===== config.mk =====
export PLATFORM = sky130hd
export DESIGN_NAME = result_drain
export DESIGN_NICKNAME = d
export VERILOG_FILES = /design/src/rtl/systolic_pkg.sv /design/src/rtl/sync_fifo.sv /design/src/rtl/result_drain.sv
export SDC_FILE = /design/constraint.sdc
export NUM_CORES = 1
export LEC_CHECK = 0
export CAP_MARGIN = 15
export CORE_MARGIN = 4
export CORE_UTILIZATION = 50
export DETAILED_ROUTE_END_ITERATION = 8
export PLACE_DENSITY = 0.69
export SKIP_LAST_GASP = 1
export SYNTH_ARGS = -nofsm -noshare
export SYNTH_HDL_FRONTEND = slang
export SYNTH_SLANG_ARGS = --single-unit
export TNS_END_PERCENT = 10

===== constraint.sdc =====
create_clock -name clk -period 8.75 [get_ports clk]
set_input_delay 1.3125 -clock clk [delete_from_list [all_inputs] [get_ports clk]]
set_output_delay 1.3125 -clock clk [all_outputs]
set_load 0.1 [all_outputs]

===== src/rtl/systolic_pkg.sv =====
// systolic_pkg: lane count, index widths, FSM states and saturation limits shared by the result path.
package systolic_pkg;
  localparam int LANES = 4;
  localparam int IDX_W = 5;
  localparam int SEL_W = 3;
  typedef enum logic {IDLE, EMIT} state_e;
  function automatic int sat_max(input int w);
    return (1 << (w - 1)) - 1;
  endfunction
  function automatic int sat_min(input int w);
    return -(1 << (w - 1));
  endfunction
endpackage


===== src/rtl/sync_fifo.sv =====
// sync_fifo: single-clock FIFO with wrapping pointers; push is accepted when full only alongside a pop.
module sync_fifo #(
  parameter int WIDTH = 8,
  parameter int DEPTH = 8
) (
  input  logic                       clk,
  input  logic                       rst,
  input  logic                       push_i,
  input  logic                       pop_i,
  input  logic [WIDTH-1:0]           din_i,
  output logic [WIDTH-1:0]           dout_o,
  output logic                       full_o,
  output logic                       empty_o,
  output logic [$clog2(DEPTH):0]     count_o
);
  localparam int AW = $clog2(DEPTH);
  localparam int CW = AW + 1;
  logic [WIDTH-1:0] mem_q [DEPTH];
  logic [AW-1:0] wr_q, rd_q;
  logic [CW-1:0] cnt_q;
  logic do_push, do_pop;
  assign do_pop = pop_i & ~empty_o;
  assign do_push = push_i & (~full_o | do_pop);
  assign full_o = cnt_q == CW'(DEPTH);
  assign empty_o = cnt_q == '0;
  assign count_o = cnt_q;
  assign dout_o = mem_q[rd_q];
  always_ff @(posedge clk or negedge rst) begin
    if (!rst) begin
      wr_q <= '0;
      rd_q <= '0;
      cnt_q <= '0;
    end else begin
      wr_q <= wr_q + AW'(do_push);
      rd_q <= rd_q + AW'(do_pop);
      cnt_q <= cnt_q + CW'(do_push) - CW'(do_pop);
    end
  end
  always_ff @(posedge clk) begin
    if (do_push) mem_q[wr_q] <= din_i;
  end
endmodule


===== src/rtl/result_drain.sv =====
// result_drain: requantises four accumulator lanes into a FIFO and drains the set lanes as a ready/valid stream.
// Define RESULT_DRAIN_RELU_EN to clamp negative shifted values to zero before saturation.
module result_drain
  import systolic_pkg::*;
#(
  parameter int W     = 8,
  parameter int ACC_W = 16,
  parameter int DEPTH = 8,
  parameter int SHIFT = 4
) (
  input  logic                    clk,
  input  logic                    rst,
  input  logic signed [ACC_W-1:0] acc_in_0,
  input  logic signed [ACC_W-1:0] acc_in_1,
  input  logic signed [ACC_W-1:0] acc_in_2,
  input  logic signed [ACC_W-1:0] acc_in_3,
  input  logic [LANES-1:0]        valid_in,
  input  logic [SEL_W-1:0]        acc_sel_tile1,
  input  logic [SEL_W-1:0]        acc_sel_tile2,
  output logic signed [W-1:0]     y_data,
  output logic [IDX_W-1:0]        y_idx,
  output logic                    y_valid,
  input  logic                    y_ready,
  output logic                    y_last,
  output logic                    full,
  output logic                    empty,
  output logic                    overflow,
  input  logic                    clr_ovf
);
  localparam int LW = $clog2(LANES);
  localparam int EW = LANES + LANES * W + 2 * SEL_W;
  localparam int CW = $clog2(DEPTH) + 1;
  state_e state_q, state_d;
  logic [LANES-1:0] sent_q, sent_d, mask, rem;
  logic ovf_q, ovf_d, push, pop, fire;
  logic [LW-1:0] lane;
  logic [SEL_W-1:0] sel1, sel2;
  logic [EW-1:0] din, head;
  logic [CW-1:0] count;

  function automatic logic signed [W-1:0] requant(input logic signed [ACC_W-1:0] a);
    int s;
`ifdef RESULT_DRAIN_RELU_EN
    s = (int'(a >>> SHIFT) < 0) ? 0 : int'(a >>> SHIFT);
`else
    s = int'(a >>> SHIFT);
`endif
    return (s > sat_max(W)) ? W'(sat_max(W)) : (s < sat_min(W)) ? W'(sat_min(W)) : W'(s);
  endfunction

  // Entry layout, LSB first: lane mask, four requantised lanes, sel1, sel2.
  assign din = {acc_sel_tile2, acc_sel_tile1, requant(acc_in_3), requant(acc_in_2),
                requant(acc_in_1), requant(acc_in_0), valid_in};

  sync_fifo #(.WIDTH(EW), .DEPTH(DEPTH)) u_fifo (
    .clk     (clk),
    .rst     (rst),
    .push_i  (push),
    .pop_i   (pop),
    .din_i   (din),
    .dout_o  (head),
    .full_o  (full),
    .empty_o (empty),
    .count_o (count)
  );

  assign mask = head[LANES-1:0];
  assign sel1 = head[EW-2*SEL_W +: SEL_W];
  assign sel2 = head[EW-SEL_W +: SEL_W];
  assign rem = mask & ~sent_q;
  assign lane = rem[0] ? LW'(0) : rem[1] ? LW'(1) : rem[2] ? LW'(2) : LW'(3);
  assign y_valid = state_q == EMIT;
  assign y_last = y_valid & ((rem & (rem - LANES'(1))) == '0);
  assign y_data = y_valid ? head[LANES + int'(lane) * W +: W] : '0;
  assign y_idx = y_valid ? {lane[1] ? sel2 : sel1, lane} : '0;
  assign fire = y_valid & y_ready;
  assign pop = fire & y_last;
  assign push = (|valid_in) & (~full | pop);
  assign overflow = ovf_q;

  // EMIT tracks "FIFO holds an entry after this edge", so a capture into an idle drain is visible immediately.
  always_comb begin
    sent_d = ~fire ? sent_q : y_last ? '0 : sent_q | (LANES'(1) << lane);
    state_d = ((count + CW'(push) - CW'(pop)) != '0) ? EMIT : IDLE;
    ovf_d = ((|valid_in) & ~push) ? 1'b1 : clr_ovf ? 1'b0 : ovf_q;
  end

  always_ff @(posedge clk or negedge rst) begin
    if (!rst) begin
      state_q <= IDLE;
      sent_q <= '0;
      ovf_q <= 1'b0;
    end else begin
      state_q <= state_d;
      sent_q <= sent_d;
      ovf_q <= ovf_d;
    end
  end
endmodule


==> flow_summary_export.csv <==
group,metric,value,unit
floorplanning,die_w,177,um
sta,slew_headroom,29.5,%
floorplanning,ioPinCount,96,
synth,ys_ff_latch,352,
critical_path,crit_type,"reg -> out",
sta,finalHoldViolCount,0,
detailed_routing,drc_errors,0,
detailed_routing,num_vias,7130,
floorplanning,core_area,28100,sq um
cts,clock_sinks,352,
sta,drv_slew,0,
place,io_buffers,79,
sta,worst_pin_slew,1.05,ns
critical_path,critPathArrivalTime,5.03,ns
place,placed_area,15700,sq um
layout,nFillCells,2046,
cts,numCtsBuffers,34,
global_routing,grt_max_degree,51,
critical_path,endpoint_kind,"output pin",
floorplanning,die_y,177,um
critical_path,required,7.44,ns
sta,fin_crit,6.34,ns
place,place_inst,1153,
synth,yosysSeqAreaShare,73.1,%
critical_path,cpMaxStageDelayCell,"clkdlybuf4s50_1",
cts,cts_tree,"built",
sta,clock.fmax,0.158,GHz
sta,post-route-period-util,72.4,%
floorplanning,initial_core_util,51.1,%
critical_path,cp_max_fo,39,
global_routing,antenna_found_initial,0,
synth,synth_ff_type,"edfxtp_1",
layout,seq_area,10500,sq um
cts,cts_resized,0,
job,drv_cap,0,
cts,clk_latency,0.51,ns
critical_path,path_cells,"buf_4 -> and2b_1 -> a2111oi_2 -> a2111o_1 -> and3_1 -> o211ai_1 -> nand3_1 -> clkdlybuf4s50_1",
status,status,"finished, final reports clean",
synth,postSynth.asyncResetShare,4.55,%
layout,layout_commonest_cell,"edfxtp_1",
critical_path,cp_slowest_stage_delay,1.16,ns
sta,tns,0,ns
place,routabilityCongestion,0.746,
layout,final_layout_size_suffix_gt1_share,21.6,%
layout,diodes,0,
global_routing,grt_pass1_wl,44.8,mm
synth,syn_area_per_cell,20.0,sq um
layout,fin_cells,1211,
cts,root_buffer,"clkbuf_16",
detailed_routing,viasPerCell,5.89,
global_routing,grt_overflow,0,
detailed_routing,first_iter_violations,646,
synth,synth_edf_count,336,
synth,synthCells,719,
layout,final_cell_area,16700,sq um
synth,synth_cell_types,50,
cts,cts_max_level,2,
cts,clk_pin_slew_worst_paths,0.06,ns
cts,cts.hold.buffers_added,0,
sta,setup_violations,0,
detailed_routing,antenna_left,0,
global_routing,grt_pass1_vias,7475,
detailed_routing,wl_per_cell,23.8,um
layout,layout_common_cells,"edfxtp_1 (336), mux4_2 (79), clkdlybuf4s50_1 (79)",
detailed_routing,wirelength,28.8,mm
global_routing,grtUsageTotal,19.0,%
sta,clock_skew,0.0123,ns
cts,postCtsSetupBuffers,0,
sta,rsz0062_at_grt,"false",
floorplanning,dieArea,31500,sq um
critical_path,startpoint_type,"register",
detailed_routing,drtPass1Iterations,5,
layout,syn2layout_area_growth,16.3,%
min_path,hp-class,"reg -> reg",
layout,multi_input_area,3740,sq um
cts,cts_buffer_depth,3,
synth,synth_nets,810,
synth,ys_warn_count,0,
synth,netlist_area,14400,sq um
layout,utilization,59.5,%
place,place_hpwl,16.8,mm
layout,final_nets,902,
floorplanning,num_rows,61,
cells in the mapped netlist, types with 4 or more instances:
master | n | area share, %
edfxtp_1 | 336 | 70
mux4_2 | 79 | 12
o21a_1 | 29 | 1.5
mux2i_1 | 23 | 1.6
nand2_1 | 22 | 0.58
nor2_1 | 19 | 0.50
clkbuf_1 | 18 | 0.47
mux2_2 | 18 | 1.4
dfrtp_1 | 16 | 2.8
inv_1 | 13 | 0.34
ha_1 | 11 | 0.96
buf_2 | 10 | 0.35
a21oi_1 | 9 | 0.31
nand3_1 | 9 | 0.31
buf_1 | 7 | 0.18
nand4_1 | 7 | 0.30
a22o_1 | 6 | 0.37
nand2b_1 | 6 | 0.26
nor2b_1 | 6 | 0.26
o211ai_1 | 6 | 0.31
and3_1 | 5 | 0.22
nor4_1 | 5 | 0.22
o221ai_1 | 5 | 0.30
xor2_1 | 5 | 0.30
a2111oi_2 | 4 | 0.42
o21ai_0 | 4 | 0.14
o31ai_1 | 4 | 0.21
final timing paths:
path	start	endpoint	slack, ns	depth (start not counted)
max in group asynchronous	rst	u_fifo.rd_q[1]$_DFF_PN0_	6.95	1
worst max-delay path	u_fifo.rd_q[2]$_DFF_PN0_	y_data[5]	2.41	8
worst max register to register	u_fifo.rd_q[1]$_DFF_PN0_	y_valid$_DFF_PN0_	3.80	14
min in group asynchronous	rst	u_fifo.wr_q[0]$_DFF_PN0_	1.24	1
worst min register to register	sent_q[3]$_DFFE_PN0P_	sent_q[3]$_DFFE_PN0P_	0.49	1
worst min-delay path	sent_q[3]$_DFFE_PN0P_	sent_q[3]$_DFFE_PN0P_	0.49	1
registers in the layout, summed over array words and instances (netlist names):
name,count
u_fifo.mem_q,336
sent_q,4
u_fifo.count_o,4
u_fifo.rd_q,3
u_fifo.wr_q,3
overflow,1
y_valid,1
through the flow:
| step | worst slack (ns) | hold slack, ns |
|---|---|---|
| floorplan | 3.02 | 0.454 |
| global placement | 2.93 | 0.474 |
| detailed placement | 2.90 | 0.476 |
| CTS | 2.35 | 0.490 |
| global route | 2.19 | 0.549 |
| finish | 2.41 | 0.493 |
worst max-delay path, delay by kind of cell (launching register included):
| family | cells | cell delay [ns] |
|---|---|---|
| compound gates | 3 | 1.21 |
| buf+inv | 2 | 1.80 |
| simple gates | 3 | 0.74 |
| flops | 1 | 0.74 |
logic make-up (layout without fill, tap and decap cells):
logic type               after synthesis  after routing  synth area share, %
AO/OA/AOI/OAI                         86             86                 5.04
adder cells (fa/ha/maj)               13             13                 1.24
AND/OR/NAND/NOR                       88             88                 3.05
buffers and inverters                 52            166                 1.60
XOR/XNOR                               7              7                0.427
multiplexers                         121            121                 15.6
flip-flops                           352            352                 73.1
layer usage:
| layer | track usage, % | vias up | wire (um) |
|---|---|---|---|
| li1 | - | 3158 | - |
| met1 | 25.6 | 3718 | 11800 |
| met2 | 33.0 | 205 | 15100 |
| met3 | 2.94 | 49 | 1380 |
| met4 | 4.64 | 0 | 579 |
| met5 | 0 | - | 0 |
cell type report:
| class | count | area share (%) |
|---|---|---|
| sequential | 352 | 62.9 |
| multi-input combinational | 315 | 22.4 |
| timing repair buffer | 94 | 5.41 |
| clock buffer | 42 | 5.40 |
| tap | 378 | 2.83 |
| clock inverter | 16 | 0.802 |
| inverter | 14 | 0.315 |
Power is left out: the tool's default activity adds up to more than one toggle a clock period on the data nets, which glitch-free logic cannot reach.
==> RTL change (same settings) <==
Build with the macro `RESULT_DRAIN_RELU_EN` defined.
--- a/src/rtl/result_drain.sv
+++ b/src/rtl/result_drain.sv
@@ -1,4 +1,6 @@
 // result_drain: requantises four accumulator lanes into a FIFO and drains the set lanes as a ready/valid stream.
 // Define RESULT_DRAIN_RELU_EN to clamp negative shifted values to zero before saturation.
+`define RESULT_DRAIN_RELU_EN
+
 module result_drain
   import systolic_pkg::*;
Check against the original RTL: not equivalent (Yosys sat finds a counterexample within 4 cycles, from zero or initial values and one cycle with rst low).
==> RTL change against the original RTL <==
Sequential cell count unchanged; via count increased by 0.77%; worst hold slack improved by 0.029 ns; first-iteration DRC count decreased by 8.8%; worst setup slack got worse by 0.22 ns; final area increased by 0.98%; area after synthesis decreased by 0.78%; count of clock-buffer cells in the layout increased by 2; wire length increased by 1.5%; critical path type unchanged; highest routed layer unchanged.
Power is not shown: default switching activity piles up to over one toggle a cycle in this logic, so the estimate is an artifact.
==> RTL change: results (changes against the original RTL) <==
Drt
  • Vias/cell: 5.77 (was 5.89)
  • DRT Pass-1 Iters: 6 (was 5)
  • WL/cell: 23.5 um (was 23.8 um)
  • Initial drt markers: 589 (was 646)

Cells and area
  • Design area: 16900 um2 (was 16700 um2)
  • Layout cell share with drive strength beyond 1: 22.0% (was 21.6%)
  • Nets: 933 (was 902)
  • Largest Register: u_fifo.mem_q (unchanged)
  • Fillcell total: 2003 (was 2046)

Timing
  • Tcrit/Tclk final: 75.0% (was 72.4%)
  • Clock Skews: 0.0131 ns (was 0.0123 ns)
  • WHS: 0.522 ns (was 0.493 ns)
  • Max-slew headroom: 31.7% (was 29.5%)

Setup path
  • Register-to-register setup slack: 3.97 ns (was 3.80 ns)
  • Top delay family on crit path: compound AO/OA/AOI/OAI gates (was buffers and inverters)
  • Max incr delay on CP: 1.04 ns (was 1.16 ns)
  • Crit path DAT: 5.25 ns (was 5.03 ns)

Global route
  • Number of global-route vias before repair: 7467 (was 7475)
  • Pin count of the biggest net entering global routing: 62 (was 51)
  • First-pass GRT wire length: 44900 um (was 44800 um)
  • All-Layer GR Usage: 19.2% (was 19.0%)

Placement
  • Gp weighted congestion: 0.775 (was 0.746)
  • DP Worst Slack: 2.75 ns (was 2.90 ns)
  • Hpwl dp: 17200 um (was 16800 um)

Run status
  • Outcome: complete, no violations (unchanged)

Synth
  • Seq/Total Area, Yosys: 73.6% (was 73.1%)
  • Synth top cells by count: edfxtp_1, mux4_2, nor2_1, mux2i_1, mux2_2 (was edfxtp_1, mux4_2, o21a_1, mux2i_1, nand2_1)

CTS
  • Total CTS buffers: 37 (was 34)
==> RTL change: changes by cell type in the layout (fill, tap and decap cells not counted), sizes merged, moves of 5 or more <==
cell / before / now
inv: 15 / 20
nand2: 22 / 10
nand2b: 6 / 1
a21oi: 9 / 15
o211ai: 6 / 0
nand4: 7 / 0
nand3: 9 / 1
conb: 0 / 32
o21a: 29 / 2
or4: 0 / 8
nor2: 20 / 69
==> RTL change: worst reg2reg max path, cell delays in order, from the launching register on <==
cell      delay [ns]
dfrtp_4         0.92
mux4_2          0.67
a22oi_4         0.64
o21a_1          0.65
a21boi_1        0.35
o21ai_2         0.12
inv_2           0.12
ha_1            0.24
inv_1           0.05
ha_1            0.16
inv_1           0.05
fa_1            0.37
xor2_1          0.15
nand4b_1        0.14
==> RTL change: layout make-up <==
type                       count  area share (%)
sequential                   352            62.3
multi-input combinational    338            22.1
clock buffer                  44            5.90
timing repair buffer          95            5.40
tap                          378            2.80
clock inverter                22            1.20
inverter                      16           0.356
==> RTL change: kinds of logic after synthesis <==
logic type	Yosys count	share of synthesized area, %
buffers and inverters	49	1.57
and+or+nand+nor	100	3.25
AOI/OAI and AO/OA	60	3.61
other	1	0.0263
muxes	124	16.0
adders and majority gates	16	1.50
xor gates and xnor gates	6	0.369
DFF	352	73.6
==> RTL change: per-stage QoR <==
stage / std cells / util [%]
after floorplan: 739 / -
after global placement: 1179 / 56.1
after detailed placement: 1179 / 56.1
after CTS: 1245 / 60.4
after global routing: 1245 / 60.4
final: 1245 / 60.4
==> RTL change: path summary, 6_finish.rpt <==
check / startpoint / end / depth (start not counted)
max: u_fifo.rd_q[0]$_DFF_PN0_ / y_data[2] / 7
min: sent_q[3]$_DFFE_PN0P_ / sent_q[3]$_DFFE_PN0P_ / 2
max reg2reg: u_fifo.rd_q[0]$_DFF_PN0_ / y_valid$_DFF_PN0_ / 13
min reg2reg: sent_q[3]$_DFFE_PN0P_ / sent_q[3]$_DFFE_PN0P_ / 2
max in group asynchronous: rst / u_fifo.rd_q[0]$_DFF_PN0_ / 1
min in group asynchronous: rst / sent_q[3]$_DFFE_PN0P_ / 1
==> RTL change: per-layer routing <==
| metal | wire (um) | up-vias | GRT usage (%) | part of all wire (%) |
|---|---|---|---|---|
| met1 | 12300 | 3797 | 27.0 | 42 |
| met2 | 14900 | 208 | 31.9 | 51 |
| met3 | 1450 | 45 | 2.78 | 5.0 |
| met5 | 0 | - | 0 | 0 |
| met4 | 682 | 0 | 5.64 | 2.3 |
| li1 | - | 3135 | - | - |
